**config.mk**
```make
export PLATFORM = sky130hd
export DESIGN_NAME = param_stack
export DESIGN_NICKNAME = d
export VERILOG_FILES = /design/src/rtl/param_stack.sv
export SDC_FILE = /design/constraint.sdc
export NUM_CORES = 1
export LEC_CHECK = 0
export CORE_MARGIN = 2
export CORE_UTILIZATION = 30
export DETAILED_ROUTE_END_ITERATION = 7
export GPL_TIMING_DRIVEN = 0
export PLACE_DENSITY = 0.51
export SYNTH_ARGS = -nofsm -noshare
export SYNTH_HDL_FRONTEND = slang
export SYNTH_SLANG_ARGS = --single-unit
```
**constraint.sdc**
```tcl
create_clock -name clk -period 6.3 [get_ports clk]
set_input_delay 1.26 -clock clk [delete_from_list [all_inputs] [get_ports clk]]
set_output_delay 1.26 -clock clk [all_outputs]
set_load 0.05 [all_outputs]
```
**src/rtl/param_stack.sv**
```systemverilog
// Parametrised LIFO operand stack with count/full/empty status, overflow/underflow flags and replace-top.
// Optional macro PARAM_STACK_ERR_STICKY_EN makes the error flags sticky until rst or err_clr.
module param_stack #(
    parameter  int WIDTH = 8,
    parameter  int DEPTH = 32,
    localparam int CW    = $clog2(DEPTH + 1)
) (
    input  logic             clk,
    input  logic             rst,
    input  logic             push,
    input  logic             pop,
    input  logic             tos,
    input  logic             err_clr,
    input  logic [WIDTH-1:0] d_in,
    output logic [WIDTH-1:0] d_out,
    output logic [CW-1:0]    count,
    output logic             empty,
    output logic             full,
    output logic             overflow,
    output logic             underflow
);

    localparam int AW = $clog2(DEPTH);

    logic [WIDTH-1:0] mem [DEPTH];
    logic [CW-1:0]    top_idx;
    logic [WIDTH-1:0] top_data;
    logic             do_replace;
    logic             do_push;
    logic             do_pop;
    logic             do_read;
    logic             ovf_evt;
    logic             unf_evt;

    assign empty    = (count == '0);
    assign full     = (count == CW'(DEPTH));
    assign top_idx  = count - CW'(1);
    assign top_data = mem[top_idx[AW-1:0]];

    // push&pop on an empty stack degrades to a plain push; empty implies not full since DEPTH >= 2
    always_comb begin
        do_replace = push && pop && !empty;
        do_push    = push && !full && !do_replace;
        do_pop     = pop && !push && !empty;
        do_read    = do_replace || do_pop || (tos && !push && !pop && !empty);
        ovf_evt    = push && !pop && full;
        unf_evt    = (pop && empty) || (tos && !push && !pop && empty);
    end

    // Storage is deliberately left unreset
    always_ff @(posedge clk) begin
        if (do_replace) begin
            mem[top_idx[AW-1:0]] <= d_in;
        end else if (do_push) begin
            mem[count[AW-1:0]] <= d_in;
        end
    end

    always_ff @(posedge clk or posedge rst) begin
        if (rst) begin
            count <= '0;
            d_out <= '0;
        end else begin
            if (do_push) begin
                count <= count + CW'(1);
            end else if (do_pop) begin
                count <= count - CW'(1);
            end
            if (do_read) begin
                d_out <= top_data;
            end
        end
    end

`ifdef PARAM_STACK_ERR_STICKY_EN
    // err_clr wins over an error arriving in the same cycle
    always_ff @(posedge clk or posedge rst) begin
        if (rst) begin
            overflow  <= 1'b0;
            underflow <= 1'b0;
        end else if (err_clr) begin
            overflow  <= 1'b0;
            underflow <= 1'b0;
        end else begin
            overflow  <= overflow || ovf_evt;
            underflow <= underflow || unf_evt;
        end
    end
`else
    logic unused_err_clr;
    assign unused_err_clr = err_clr;

    always_ff @(posedge clk or posedge rst) begin
        if (rst) begin
            overflow  <= 1'b0;
            underflow <= 1'b0;
        end else begin
            overflow  <= ovf_evt;
            underflow <= unf_evt;
        end
    end
`endif

endmodule

```
== Yosys cells after proc, flatten, opt, wreduce, memory -nomap -nowiden ==
Memory sizes are Yosys's and may differ from the RTL's. A register that Yosys moved wholly into a read port is not among the register bits.
Cells that the tools add are included.
Operators by class
  eq/ne operators: 1
  add/subtract/negate cells: 2
  reduce and logical (&&, ||, !) cells: 24
  multiplexer cells: 10
Operators with widths (number)
  1-bit logical AND: 13
  6-bit 2-to-1 mux: 2
  8-bit 2-to-1 mux: 1
  8-bit OR reduction: 1
  6-bit by 1-bit adder with 6-bit output (second input constant): 1
  6-bit equality test (second input constant): 1
  6-bit logical NOT: 1
  1-bit 2-to-1 mux: 6
  6-bit by 1-bit subtractor with 6-bit output (second input constant): 1
  1-bit logical NOT: 5
  5-bit 2-to-1 mux: 1
  1-bit logical OR: 3
  2-bit nonzero test: 1
Word-level totals
  bits of input ports: 14
  register bits: 8
  bits in writable memories: 256
  word-level logic and storage cells: 41
  memories: 1
Memories
  mem: depth 32, bits a word 8, read ports 1, clocked after memory_dff 1, write ports 1, RTL line 25  | logic [WIDTH-1:0] mem [DEPTH];

== Longest topological paths before layout ==
Gate-level depths: netlist of the first run.
  depth in word-level cells: 10
  mapped depth: 13
  mapped depth without buffers: 11

== Worst setup path after synthesis of the first run ==
OpenSTA, ideal clock, no wires.
  kind: reg2reg
  start: register count[0]
  end: memory mem[31][0] (enable)
  clock period less this slack: 3859 ps
  arrival: 3486 ps
  required time: 5927 ps
  setup slack: 2441 ps
  setup time: 373 ps
  stages on the path, launching flop included: 14
  cell sequence: dfrtp_1 buf_2 clkbuf_1 inv_1 ha_1 nor4b_4 nand2_1 inv_2 nor2_2 ha_1 inv_1 nor2_1 a21boi_2 nor2b_1
On the way
  elaborated cells on any way between the ends: 17
  classes of those cells: add/sub (1); eq/ne (1); mux (7); reduce/logical (8)
RTL lines
  from (decl): RTL line 16  | output logic [CW-1:0] count,
  from (signal assigned): RTL line 65  | count <= count + CW'(1);
  from (signal assigned): RTL line 67  | count <= count - CW'(1);
  6-bit equality test *: RTL line 36  | assign full = (count == CW'(DEPTH));
  named net full: RTL line 18  | output logic full,
  1-bit logical NOT *: RTL line 43  | do_push = push && !full && !do_replace;
  1-bit logical AND * (2 in series): RTL line 43
  1-bit 2-to-1 mux *: RTL line 54  | end else if (do_push) begin
  1-bit 2-to-1 mux *: RTL line 52  | if (do_replace) begin
  1-bit 2-to-1 mux (not written as such) *: RTL line 55  | mem[count[AW-1:0]] <= d_in;
  8-bit OR reduction (no line)
  5-bit 2-to-1 mux (no line) / 1-bit 2-to-1 mux (equally long branches)
  to (decl): RTL line 25
The timed path passes the listed nets; every way through them passes the cells marked *.

== Worst setup path after layout of the first run ==
  start: register count[0]
  end: output full
On the way
  word-level cells in the longest chain between the ends: 1
Ends and longest elaborated chain (RTL line)
  6-bit equality test: 36
  to (decl): 18
Every way passes these cells.

==> reports/qor.csv, run 1 <==
stage;metric;value;unit
clock_network;Clock transition at path regs;0.06;ns
sta;Post-Route Setup TNS;0;ns
clock_network;Post-CTS Hold Buffers;0;
floorplan;die area;0.0384;mm2
sta;final hold slack;0.542;ns
global_routing;GRT overflow;0;
critical_path;CP max-delay cell;clkdlybuf4s50_1;
cells_and_area;area of the multi-input gates;0.00278;mm2
drt;1st-pass router iterations;7;
logic_synthesis;Mapped Nets;606;
clock_network;Root Driver;clkbuf_16;
cells_and_area;sequential cell area;0.00809;mm2
logic_synthesis;syn avg cell area;18.8;um2
logic_synthesis;Yosys reg bits;272;
logic_synthesis;post-synthesis mux area share;14.6;%
critical_path;CP Depth;8;
cells_and_area;Fillers;3418;
critical_path;worst stage delay on the critical path;0.83;ns
placement;dpl cell area;0.0119;mm2
drt;Starting DRT DRC Count;527;
critical_path;R2R cell count;12;
sta;Fmax achieved;0.197;GHz
critical_path;Worst Path Class, Setup;flop to primary output;
floorplan;Die H;196;um
logic_synthesis;Post-Synth Adder-Cell Area;0.453;%
power;power per cell area;485;mW/mm2
logic_synthesis;Post-synth EDFFs;256;
drt;Wirelength per Cell;23.6;um
min_path;Hold Path Cell Cnt;2;
logic_synthesis;YS warnings;0;
logic_synthesis;Cells after Synth;588;
sta;clock skew;0.0116;ns
clock_network;Clock Latency Late Sink;0.55;ns
placement;DP HPWL;17.6;mm
floorplan;Initial Util;30.3;%
critical_path;CP Max Fanout;10;
critical_path;delay-heaviest family, CP;buffers and inverters;
cells_and_area;layout cells sized above 1;22.0;%
drt;via count;5764;
logic_synthesis;Main synth FF type;edfxtp_1;
clock_network;postcts setup bufs;0;
global_routing;largest net degree at the start of global routing;33;
cells_and_area;Design Area, Final;0.0128;mm2
critical_path;crit start category;flop;
cells_and_area;Layout Nets;665;
critical_path;CP Buf/Inv Count;5;
drt;antenna-violating nets left;0;
global_routing;antenna violations before repair;0;
logic_synthesis;Synth top cells by count;edfxtp_1 (256), mux4_2 (64), nor2_1 (49);
power;Max IR drop VDD;0.000249;V
sta;Slew @ Worst Pin;1.31;ns
logic_synthesis;most common cell in the netlist;edfxtp_1;
sta;RSZ-0062 raised after global routing;false;
sta;fin crit share;80.8;%
drt;drt drc;0;
power;leakage power;4.04;nW
critical_path;WP data arrival;3.83;ns
cells_and_area;Antenna Cells;0;
global_routing;GRT Total Usage;14.2;%
logic_synthesis;share of the synthesized area in the top cell type;69.6;%
cells_and_area;Area Overhead vs Synth;15.9;%
sta;clock period minus worst slack;5.09;ns
logic_synthesis;Synth cell types;55;
logic_synthesis;Mapped Area;0.0111;mm2
placement;routability congestion estimate;0.846;
placement;I/O Buffers;28;
floorplan;core area;0.0364;mm2
drt;routed vias/inst;5.07;
clock_network;clock buffer depth;3;
clock_network;H-tree depth;1;
logic_synthesis;Synth Area in Compound Gates;3.91;%
logic_synthesis;top post-synthesis cells by area;edfxtp_1 (70%), mux4_2 (13%), dfrtp_1 (3.6%), nor2_1 (1.7%), mux2_2 (1.2%);
global_routing;vias in the first global route;6034;
logic_synthesis;post-synthesis simple-gate area fraction;5.40;%
critical_path;CP Cell Sequence;buf_2, clkbuf_1, inv_1, ha_1, nor4b_4, nand2_1, inv_2, clkdlybuf4s50_1;
sta;final setup margin;1.21;ns
status;status;complete, no violations;
floorplan;row cnt;70;
clock_network;number of CTS-inserted buffers;29;
logic_synthesis;leading area contributor after synthesis;edfxtp_1;
drt;WL final;26.8;mm
global_routing;first-pass GRT wire length;39.8;mm
critical_path;Critical Path End Type;primary output;
placement;pre-CTS WS;1.47;ns
clock_network;Post-CTS Resized;0;
logic_synthesis;FFs w/ async S/R, synth;5.88;%
logic_synthesis;Post-Synth XOR/XNOR Area;0.781;%
clock_network;CTS tree;yes;
sta;final hold viol count;0;
floorplan;chip width;196;um
sta;Setup violations, final;0;
sta;Final Max Tran Viols;0;
logic_synthesis;main combinational cell family by area after synthesis;multiplexers;
floorplan;io pins;32;
logic_synthesis;post-synthesis sequential area ratio;73.2;%
clock_network;# clock sinks;272;
critical_path;required time of the critical path;5.04;ns
flow_run;max_cap viols;0;
sta;Slew headroom;12.5;%
min_path;Min-Delay Path Class;flop to flop;
metal layers:
metal	GRT usage (%)	vias to the layer above	share of wire, %
met5	0	-	0
met4	4.91	0	3.1
met3	2.53	47	6.9
met2	22.8	197	47
met1	19.5	3021	43
li1	-	2499	-
worst reg2reg max path: stages (launching register included):
cell and delay, ns:
dfrtp_1 0.37, buf_2 0.26, clkbuf_1 0.43, inv_1 0.31, ha_1 0.39, nor4b_4 0.19
o21ai_1 0.53, nor2_2 0.16, ha_1 0.36, inv_1 0.05, nor2_1 0.22, o21ai_0 0.36
nor2_1 0.79
through the flow:
stage	instances	util (%)	power [mW]
after global placement	1084	32.7	4.63
after global routing	1136	35.1	6.50
after CTS	1136	35.2	6.28
final	1136	35.1	6.22
after detailed placement	1084	32.7	4.66
after floorplan	588	-	3.86
path summary, 6_finish.rpt:
path                          start         end  slack (ns)
setup / recovery           count[0]        full        1.21
hold / removal             d_out[0]    d_out[0]        0.54
setup reg to reg           count[0]  mem[29][5]        1.48
hold reg to reg            d_out[0]    d_out[0]        0.54
max in group asynchronous       rst    count[2]        4.71
min in group asynchronous       rst   underflow        1.13
sequential cells by signal, indices dropped and copies added, names as in the netlist:
signal     count
d_out          8
mem          256
count          6
overflow       1
underflow      1
cell usage in the layout, fill, tap and decap left out, drive strengths merged, types with 4 or more instances in the layout:
cell type        n
edfxtp         256
mux4            64
clkbuf          52
nor2            50
clkdlybuf4s50   25
nand2           23
buf             18
o22ai           16
dfrtp           16
inv             13
mux2            12
clkinv          12
and2            10
o21ai           10
nor3             9
nand3            7
nor2b            7
xnor2            6
a2111oi          6
a211oi           4
o31ai            4
ha               4
power by group:
group / leakage, nW / switching, mW / internal, mW
Clock: 0.449 / 0.677 / 0.946
Combinational: 1.09 / 1.45 / 0.925
Sequential: 2.50 / 0.0584 / 2.16
cells by family after synthesis:
| logic type | Yosys count |
|---|---|
| AND/OR/NAND/NOR | 122 |
| buffers and inverters | 42 |
| XOR/XNOR | 9 |
| multiplexers | 79 |
| AO/OA/AOI/OAI | 60 |
| flip-flops | 272 |
| adder cells (fa/ha/maj) | 4 |
layout make-up:
| cell class | count | share of cell area, % |
|---|---|---|
| Timing Repair Buffer | 28 | 2.07 |
| Clock buffer | 37 | 6.06 |
| Tap cell | 468 | 4.57 |
| Inverter | 12 | 0.352 |
| Clock inverter | 15 | 0.997 |
| Buffer | 30 | 1.12 |
| Multi-Input combinational cell | 274 | 21.7 |
| Sequential cell | 272 | 63.2 |
Power figures use the tool's default switching activity.
==> run 2: changes to the inputs <==
clock period = 5.15 ns   (was 6.3 ns; I/O delays follow)
==> results of run 2 <==
The final DEF is identical to that of run 1. Status: complete, no violations.
Main changes from that run: setup slack after placement 1.47 ns -> 0.322 ns; setup slack after layout 1.21 ns -> 0.291 ns; register-to-register setup slack 1.48 ns -> 0.33 ns; total power 6.22 mW -> 7.60 mW; worst IR drop on VDD 0.000249 V -> 0.000305 V
==> run 3: changes to the inputs <==
MAX_ROUTING_LAYER = met4   (was unset)
==> reports/qor.csv, run 3 (same netlist as run 1, synthesis figures left out) <==
stage;metric;value;unit;change
flow_run;max_cap viols;0;;unchanged
cells_and_area;Antenna Cells;0;;unchanged
clock_network;H-tree depth;1;;unchanged
floorplan;Die H;196;um;unchanged
critical_path;Critical Path End Type;primary output;;unchanged
sta;clock skew;0.0171;ns;was 0.0116 ns
clock_network;number of CTS-inserted buffers;29;;unchanged
drt;WL final;26.9;mm;was 26.8 mm
global_routing;GRT Total Usage;14.6;%;was 14.2%
clock_network;CTS tree;yes;;unchanged
placement;DP HPWL;17.8;mm;was 17.6 mm
critical_path;Worst Path Class, Setup;flop to primary output;;unchanged
sta;Slew @ Worst Pin;1.31;ns;about the same
clock_network;Root Driver;clkbuf_16;;unchanged
floorplan;die area;0.0384;mm2;unchanged
global_routing;first-pass GRT wire length;39.8;mm;about the same
power;Max IR drop VDD;0.000307;V;was 0.000305 V
cells_and_area;layout cells sized above 1;24.2;%;was 22.0%
cells_and_area;commonest cells after routing, fill and taps aside;edfxtp_1 (256), mux4_2 (64), nor2_1 (43);;was edfxtp_1 (256), mux4_2 (64), nor2_1 (49)
cells_and_area;Layout Nets;665;;unchanged
cells_and_area;area of the multi-input gates;0.00281;mm2;was 0.00278 mm2
cells_and_area;max reg flops;256;;unchanged
sta;final setup margin;0.193;ns;was 0.291 ns
power;power per cell area;603;mW/mm2;was 594 mW/mm2
cells_and_area;sequential cell area;0.00809;mm2;unchanged
min_path;Hold Path Cell Cnt;1;;was 2
sta;Slew headroom;12.1;%;was 12.5%
critical_path;Reg2Reg Setup Slack;0.19;ns;was 0.33 ns
critical_path;WP data arrival;3.93;ns;was 3.83 ns
critical_path;Reg-to-Reg Start;count[0];;unchanged
placement;pre-CTS WS;0.189;ns;was 0.322 ns
sta;clock period minus worst slack;4.96;ns;was 4.86 ns
drt;Starting DRT DRC Count;463;;was 527
floorplan;core area;0.0364;mm2;unchanged
drt;drt drc;0;;unchanged
floorplan;Initial Util;30.3;%;unchanged
critical_path;R2R cell count;12;;unchanged
clock_network;clock buffer depth;3;;unchanged
placement;routability congestion estimate;0.882;;was 0.846
global_routing;vias in the first global route;6052;;was 6034
placement;dpl cell area;0.0119;mm2;unchanged
floorplan;chip width;196;um;unchanged
critical_path;required time of the critical path;4.12;ns;about the same
min_path;worst-case hold path end point;count[5];;was d_out[0]
status;status;complete, no violations;;unchanged
drt;routed vias/inst;5.02;;was 5.07
drt;top layer in use;met4;;unchanged
critical_path;crit start category;flop;;unchanged
global_routing;largest net degree at the start of global routing;33;;unchanged
critical_path;RR Endpoint;mem[25][0];;was mem[29][5]
drt;wl on met1;11.8;mm;was 11.5 mm
sta;final hold viol count;0;;unchanged
cells_and_area;Fillers;3380;;was 3418
clock_network;Clock transition at path regs;0.06;ns;about the same
clock_network;# clock sinks;272;;unchanged
placement;I/O Buffers;28;;unchanged
clock_network;postcts setup bufs;0;;unchanged
sta;Final Max Tran Viols;0;;unchanged
sta;Setup violations, final;0;;unchanged
sta;Fmax achieved;0.202;GHz;was 0.206 GHz
floorplan;io pins;32;;unchanged
drt;Wirelength per Cell;23.7;um;was 23.6 um
drt;1st-pass router iterations;4;;was 7
min_path;Hold Startpoint;count[5];;was d_out[0]
cells_and_area;Area Overhead vs Synth;16.8;%;was 15.9%
power;leakage power;4.07;nW;was 4.04 nW
global_routing;GRT overflow;0;;unchanged
sta;fin crit share;96.3;%;was 94.3%
min_path;Min-Delay Path Class;flop to flop;;unchanged
sta;Post-Route Setup TNS;0;ns;unchanged
drt;DR WL met3;1.49;mm;was 1.85 mm
drt;Met2 Wirelength;13.0;mm;was 12.7 mm
drt;via count;5710;;was 5764
drt;antenna-violating nets left;0;;unchanged
critical_path;CP Max Fanout;10;;unchanged
sta;RSZ-0062 raised after global routing;true;;was false
cells_and_area;Final Core Density;35.4;%;was 35.1%
clock_network;Clock Latency Late Sink;0.55;ns;about the same
cells_and_area;commonest non-fill, non-tap cell in the layout;edfxtp_1;;unchanged
cells_and_area;Design Area, Final;0.0129;mm2;was 0.0128 mm2
global_routing;antenna violations before repair;0;;unchanged
floorplan;row cnt;70;;unchanged
run 3: cell count changes in the layout (fill, tap and decap cells not counted), moves of 2 or more:
cell,before,now
bufinv_16,2,5
clkbuf_1,21,17
clkbuf_8,2,0
clkinv_1,4,7
clkinvlp_4,0,2
nor2_1,49,43
nor2_2,1,7
nor2b_1,7,1
nor2b_2,0,6
run 3: area by class of cell:
| class | count | area share, % |
|---|---|---|
| plain buffers | 30 | 1.11 |
| flip-flops and latches | 272 | 62.6 |
| inverters | 12 | 0.349 |
| well taps | 468 | 4.53 |
| clock inverters | 23 | 1.92 |
| clock buffers | 31 | 5.68 |
| repair buffers | 28 | 2.05 |
| multi-input cells | 274 | 21.7 |
run 3: routing by layer:
metal / vias up / track usage (%)
met5: - / -
met4: 0 / 3.34
met3: 53 / 2.80
met2: 165 / 24.2
met1: 2982 / 18.8
li1: 2510 / -
run 3: critical path: stages (launching register included):
cell,delay (ns)
dfrtp_1,0.40
buf_2,0.23
clkbuf_1,0.29
inv_1,0.37
ha_1,0.39
nor4b_4,0.36
nand2_1,0.27
inv_2,0.22
clkdlybuf4s50_1,0.83
run 3: report_power, final:
part | internal, mW | switching (mW)
Sequential | 2.65 | 0.0713
Combinational | 1.14 | 1.79
Clock | 1.28 | 0.857
run 3: metrics by stage:
step                      hold slack [ns]  cells  power [mW]
final                               0.545   1138        7.78
after global routing                0.576   1138        8.12
after CTS                           0.549   1138        7.86
after detailed placement            0.540   1084        5.70
after global placement              0.526   1084        5.68
after floorplan                     0.740    588        4.73
run 3: worst max path at each step:
stage / start / end / slack, ns / cells past startpoint
floorplan: count[0] / mem[31][0] / 1.29 / 13
global placement: count[0] / mem[27][2] / 0.24 / 12
detailed placement: count[0] / mem[27][7] / 0.19 / 12
CTS: count[0] / mem[25][0] / 0.15 / 12
global route: count[0] / mem[25][0] / -0.11 / 12
finish: count[0] / full / 0.19 / 8
run 3: what timing repair did:
action	CTS	global route
gates resized for setup	0	12
endpoints found under the setup margin	0	119
hold buffers	0	0
